File: config.mk
export PLATFORM = sky130hd
export DESIGN_NAME = beta_useq
export DESIGN_NICKNAME = d
export VERILOG_FILES = /design/src/rtl/beta_useq.sv
export SDC_FILE = /design/constraint.sdc
export NUM_CORES = 1
export LEC_CHECK = 0
export CAP_MARGIN = 10
export CORE_MARGIN = 4
export CORE_UTILIZATION = 44
export CTS_BUF_LIST = sky130_fd_sc_hd__clkbuf_4
export DETAILED_ROUTE_END_ITERATION = 16
export PLACE_DENSITY = 0.88
export SLEW_MARGIN = 30
export SYNTH_ARGS = -nofsm -noshare
export SYNTH_HDL_FRONTEND = slang
export SYNTH_SLANG_ARGS = --single-unit
File: constraint.sdc
create_clock -name clk_i -period 3.75 [get_ports clk_i]
set_input_delay 0.75 -clock clk_i [delete_from_list [all_inputs] [get_ports clk_i]]
set_output_delay 0.75 -clock clk_i [all_outputs]
set_load 0.02 [all_outputs]
File: src/rtl/beta_useq.sv
// Micro-sequencer between decoder and execute: handshaked issue, memory wait with timeout, trap and flush.
// Optional performance counters are built when BETA_USEQ_PERF_EN is defined.
module beta_useq #(
   parameter int ADDR_W      = 9,
   parameter int MEM_TIMEOUT = 16,
   parameter int CNT_W       = 32,
   parameter int CW_W        = 32,
   parameter int MEM_OP_BIT  = 0
) (
   input  logic              clk_i,
   input  logic              rstn_i,
   input  logic              instr_valid_i,
   output logic              instr_ready_o,
   input  logic [ADDR_W-1:0] cu_address_i,
   input  logic [CW_W-1:0]   cw_i,
   input  logic              invalid_instr_i,
   input  logic              flush_i,
   output logic [CW_W-1:0]   control_word_o,
   output logic              cw_valid_o,
   input  logic              mem_ack_i,
   output logic              trap_o,
   output logic [1:0]        trap_cause_o,
   output logic [ADDR_W-1:0] trap_addr_o,
   input  logic              trap_ack_i,
   output logic [CNT_W-1:0]  perf_issued_o,
   output logic [CNT_W-1:0]  perf_stall_o
);

   typedef enum logic [1:0] {S_IDLE, S_ISSUE, S_MEM_WAIT, S_TRAP} state_t;

   localparam int            TW       = (MEM_TIMEOUT > 2) ? $clog2(MEM_TIMEOUT) : 1;
   localparam logic [TW-1:0] TMO_LAST = TW'(MEM_TIMEOUT - 1);

   state_t            r_state;
   state_t            w_state_next;
   logic [CW_W-1:0]   r_cw;
   logic [ADDR_W-1:0] r_addr;
   logic [1:0]        r_cause;
   logic [TW-1:0]     r_tmo;
   logic              w_mem_op;
   logic              w_accept;
   logic              w_clr_tmo;
   logic              w_tmo_trap;

   assign w_mem_op = r_cw[MEM_OP_BIT];

   always_ff @(posedge clk_i or negedge rstn_i) begin
      if (!rstn_i) r_state <= S_IDLE;
      else         r_state <= w_state_next;
   end

   always_comb begin
      w_state_next  = r_state;
      instr_ready_o = 1'b0;
      cw_valid_o    = 1'b0;
      trap_o        = 1'b0;
      w_clr_tmo     = 1'b0;
      w_tmo_trap    = 1'b0;
      case (r_state)
         S_IDLE: begin
            instr_ready_o = !flush_i;
         end
         S_ISSUE: begin
            w_state_next = S_IDLE;
            if (!flush_i) begin
               cw_valid_o = 1'b1;
               // A memory word moves straight to the wait, so nothing new may be taken behind it.
               if (w_mem_op) begin
                  w_state_next = S_MEM_WAIT;
                  w_clr_tmo    = 1'b1;
               end else begin
                  instr_ready_o = 1'b1;
               end
            end
         end
         S_MEM_WAIT: begin
            cw_valid_o = 1'b1;
            if (mem_ack_i) begin
               w_state_next = S_IDLE;
            end else if (r_tmo == TMO_LAST) begin
               w_state_next = S_TRAP;
               w_tmo_trap   = 1'b1;
            end
         end
         default: begin
            trap_o = 1'b1;
            if (trap_ack_i) w_state_next = S_IDLE;
         end
      endcase
      w_accept = instr_valid_i && instr_ready_o;
      if (w_accept) w_state_next = invalid_instr_i ? S_TRAP : S_ISSUE;
   end

   always_ff @(posedge clk_i or negedge rstn_i) begin
      if (!rstn_i) begin
         r_cw    <= '0;
         r_addr  <= '0;
         r_cause <= 2'b00;
         r_tmo   <= '0;
      end else begin
         if (w_accept) begin
            r_addr <= cu_address_i;
            if (invalid_instr_i) r_cause <= 2'b01;
            else                 r_cw    <= cw_i;
         end
         if (w_tmo_trap) r_cause <= 2'b10;
         if (w_clr_tmo)
            r_tmo <= '0;
         else if (r_state == S_MEM_WAIT && !mem_ack_i && r_tmo != TMO_LAST)
            r_tmo <= r_tmo + 1'b1;
      end
   end

   assign control_word_o = cw_valid_o ? r_cw : '0;
   assign trap_cause_o   = trap_o ? r_cause : 2'b00;
   assign trap_addr_o    = trap_o ? r_addr : '0;

`ifdef BETA_USEQ_PERF_EN
   logic [CNT_W-1:0] r_perf_issued;
   logic [CNT_W-1:0] r_perf_stall;
   logic             w_issue_evt;
   logic             w_stall_evt;

   assign w_issue_evt = (r_state == S_ISSUE) && cw_valid_o;
   assign w_stall_evt = (r_state == S_MEM_WAIT) && !mem_ack_i;

   always_ff @(posedge clk_i or negedge rstn_i) begin
      if (!rstn_i) begin
         r_perf_issued <= '0;
         r_perf_stall  <= '0;
      end else begin
         if (w_issue_evt) r_perf_issued <= r_perf_issued + 1'b1;
         if (w_stall_evt) r_perf_stall  <= r_perf_stall + 1'b1;
      end
   end

   assign perf_issued_o = r_perf_issued;
   assign perf_stall_o  = r_perf_stall;
`else
   assign perf_issued_o = '0;
   assign perf_stall_o  = '0;
`endif

endmodule
==> flow_summary.yaml <==
min_path:
  hp-class: "in2async"
critical_path:
  cp-end-kind: "output pin"
  required_ns: 3.00
  path_class: "in2out"
  crit_path_start_kind: "input port"
  max_stage_delay_ns: 0.63
  critical_path.top_delay_family: "buffers and inverters"
  path_max_fanout: 33
  crit_chain: "clkdlybuf4s50_1 > nor2b_1 > o21a_1 > buf_4 > and2_1 > clkdlybuf4s50_1"
  cp.arrival_ns: 2.58
  crit_top_cell: "clkdlybuf4s50_1"
  crit_buf_inv: 3
  slowest_stage: "clkdlybuf4s50_1"
synth:
  yosys.area.top_type: "dfrtp_1"
  synth.area.mux_share: 0.195
  synth_cell_types: 30
  synth-compound-area-share: 0.0299
  synthTopCellsByCount: "buf_4 (65), dfrtp_1 (49), and2_1 (44)"
  async_reset_ff_frac: 1.00
  synth_area_leaders: "dfrtp_1 (42%), buf_4 (17%), mux2_4 (15%)"
  synth_most_common_cell: "buf_4"
  synth_top_family_by_area: "multiplexers"
  synthSimpleGateAreaFrac: 0.137
  synth_fa_ha_area_frac: 0.0214
  syn_inst: 250
  synth_top_area_frac: 0.419
  ys_ff_latch: 49
  synth_area_um2: 2930
  synth-edff-count: 0
  synthFlopType: "dfrtp_1"
  synth_area_per_cell_um2: 11.7
  synthXorXnorAreaFrac: 0.00898
  yosysSeqAreaShare: 0.419
  yosysWarnings: 0
sta:
  tns_ns: 0
  drv_slew: 0
  period_share: 0.889
  rsz0062_at_grt: "no"
  skew_ns: 0.0141
  hold_viol_final: 0
  setup_violations: 0
  worst_slew_pin_slew_ns: 0.760
  layout_min_cycle_time_ns: 3.33
  max_freq_mhz: 300
  relSlewSlack: 0.493
drt:
  routedWlPerCell_um: 13.6
  vias_per_cell: 4.36
  postRouteAntennaNets: 0
  drtIter0Drc: 49
  drt-total-wl_um: 5700
  drcViolationCount: 0
  num_vias: 1832
  dr.pass1.iters: 4
layout:
  instances_no_fill: 420
  seq_area_um2: 1230
  fin_nets: 395
  drive_gt1_frac: 0.163
  antenna_cells: 0
  area_growth_pct: 28.5
  final.fill_count: 557
  final_area_um2: 3760
  multi_input_area_um2: 1390
die:
  die_width_um: 89.5
  rows: 29
  core_um2: 6390
  ios: 158
  dieArea_um2: 8020
  start_util: 0.458
  dieHeight_um: 89.5
clocking:
  holdBufCountCts: 0
  cts_buffer_depth: 2
  cts_setup_buffers: 0
  clk_latency_ns: 0.35
  clock-root-buffer: "clkbuf_4"
  cts.repair.resized: 0
  clkSlewWorstSetupHoldPaths_ns: 0.13
  tritoncts: "built"
  htreeDepth: 2
  numCtsBuffers: 5
  cts.sinks: 49
grt:
  track_usage: 0.139
  grt_antenna_before_repair: 0
  gr-total-overflow: 0
  grt_pass1_vias: 1830
  grt_pass1_wl_um: 8690
  grt_max_degree: 50
place:
  portBuffers: 93
  hpwl_um: 4420
  routabilityCongestion: 0.672
  dp_cells: 412
  post_dp_cell_area_um2: 3660
power:
  powerDensity_nw_per_um2: 681
  ir_drop_mv: 0.381
  leakage_nw: 1.74
outcome:
  status: "finished clean"
flow_run:
  drv_cap: 0
-- logic make-up (layout without fill, tap and decap cells) --
logic type	Yosys count	after routing
buffers and inverters	75	105
multiplexers	41	41
adder cells (fa/ha/maj)	5	5
flip-flops	49	49
XOR/XNOR	3	3
other	1	64
AO/OA/AOI/OAI	11	11
AND/OR/NAND/NOR	65	65
-- through the flow --
stage	hold slack [ns]	util	total power, W	setup slack, ns
after global routing	0.426	0.589	0.00274	0.290
final	0.403	0.589	0.00256	0.417
after detailed placement	0.487	0.573	0.00221	0.412
after global placement	0.457	0.572	0.00217	0.479
after CTS	0.406	0.589	0.00259	0.396
after floorplan	0.442	-	0.00179	1.32
-- metal layers --
metal | GRT usage | share of wire
met5 | 0 | 0
met4 | 0.0284 | 0.0032
met3 | 0.0599 | 0.12
met2 | 0.226 | 0.48
met1 | 0.173 | 0.39
-- flip-flops by register name (all words and copies together), names as in the netlist --
| register | count |
|---|---|
| r_cw | 32 |
| r_addr | 9 |
| r_tmo | 4 |
| r_cause | 2 |
| r_state | 2 |
-- worst reg2reg max path: stages, from the launching register on --
cell and delay [ns]:
dfrtp_1 0.44, inv_1 0.09, ha_1 0.15, nor2b_2 0.23, o21ai_4 0.18, nor2_8 0.61, mux2_2 0.43
-- power breakdown --
group          switching [W]  internal (W)
Clock               0.000158      0.000207
Sequential          0.000139      0.000773
Combinational       0.000582      0.000702
Total               0.000879       0.00168
-- cell usage in the layout, fill, tap and decap left out, types with 3 or more instances in the layout --
cell and instances:
and2_1 44, clkbuf_4 5, clkdlybuf4s50_1 92, conb_1 64
dfrtp_1 49, ha_1 5, inv_1 3, mux2_2 12
mux2_4 29, nand3_1 4, nor2_1 7, xor2_1 3
-- final timing paths --
check	end	depth (start not counted)	startpoint	slack, ns
max	control_word_o[0]	6	flush_i	0.42
min	r_addr[3]	1	rstn_i	0.40
max reg2reg	r_cw[30]	6	r_state[1]	1.53
min reg2reg	r_cause[1]	1	r_cause[1]	0.50
max in group asynchronous	r_tmo[3]	1	rstn_i	2.94
min in group clk_i	r_cause[1]	1	r_cause[1]	0.50
-- cell type report --
class | instances | share of cell area
Inverter | 3 | 0.00300
Clock inverter | 3 | 0.0173
Clock buffer | 5 | 0.00998
Sequential cell | 49 | 0.326
Timing Repair Buffer | 94 | 0.249
Tap cell | 77 | 0.0256
Multi-Input combinational cell | 189 | 0.369
(Power assumes the default switching activity.)
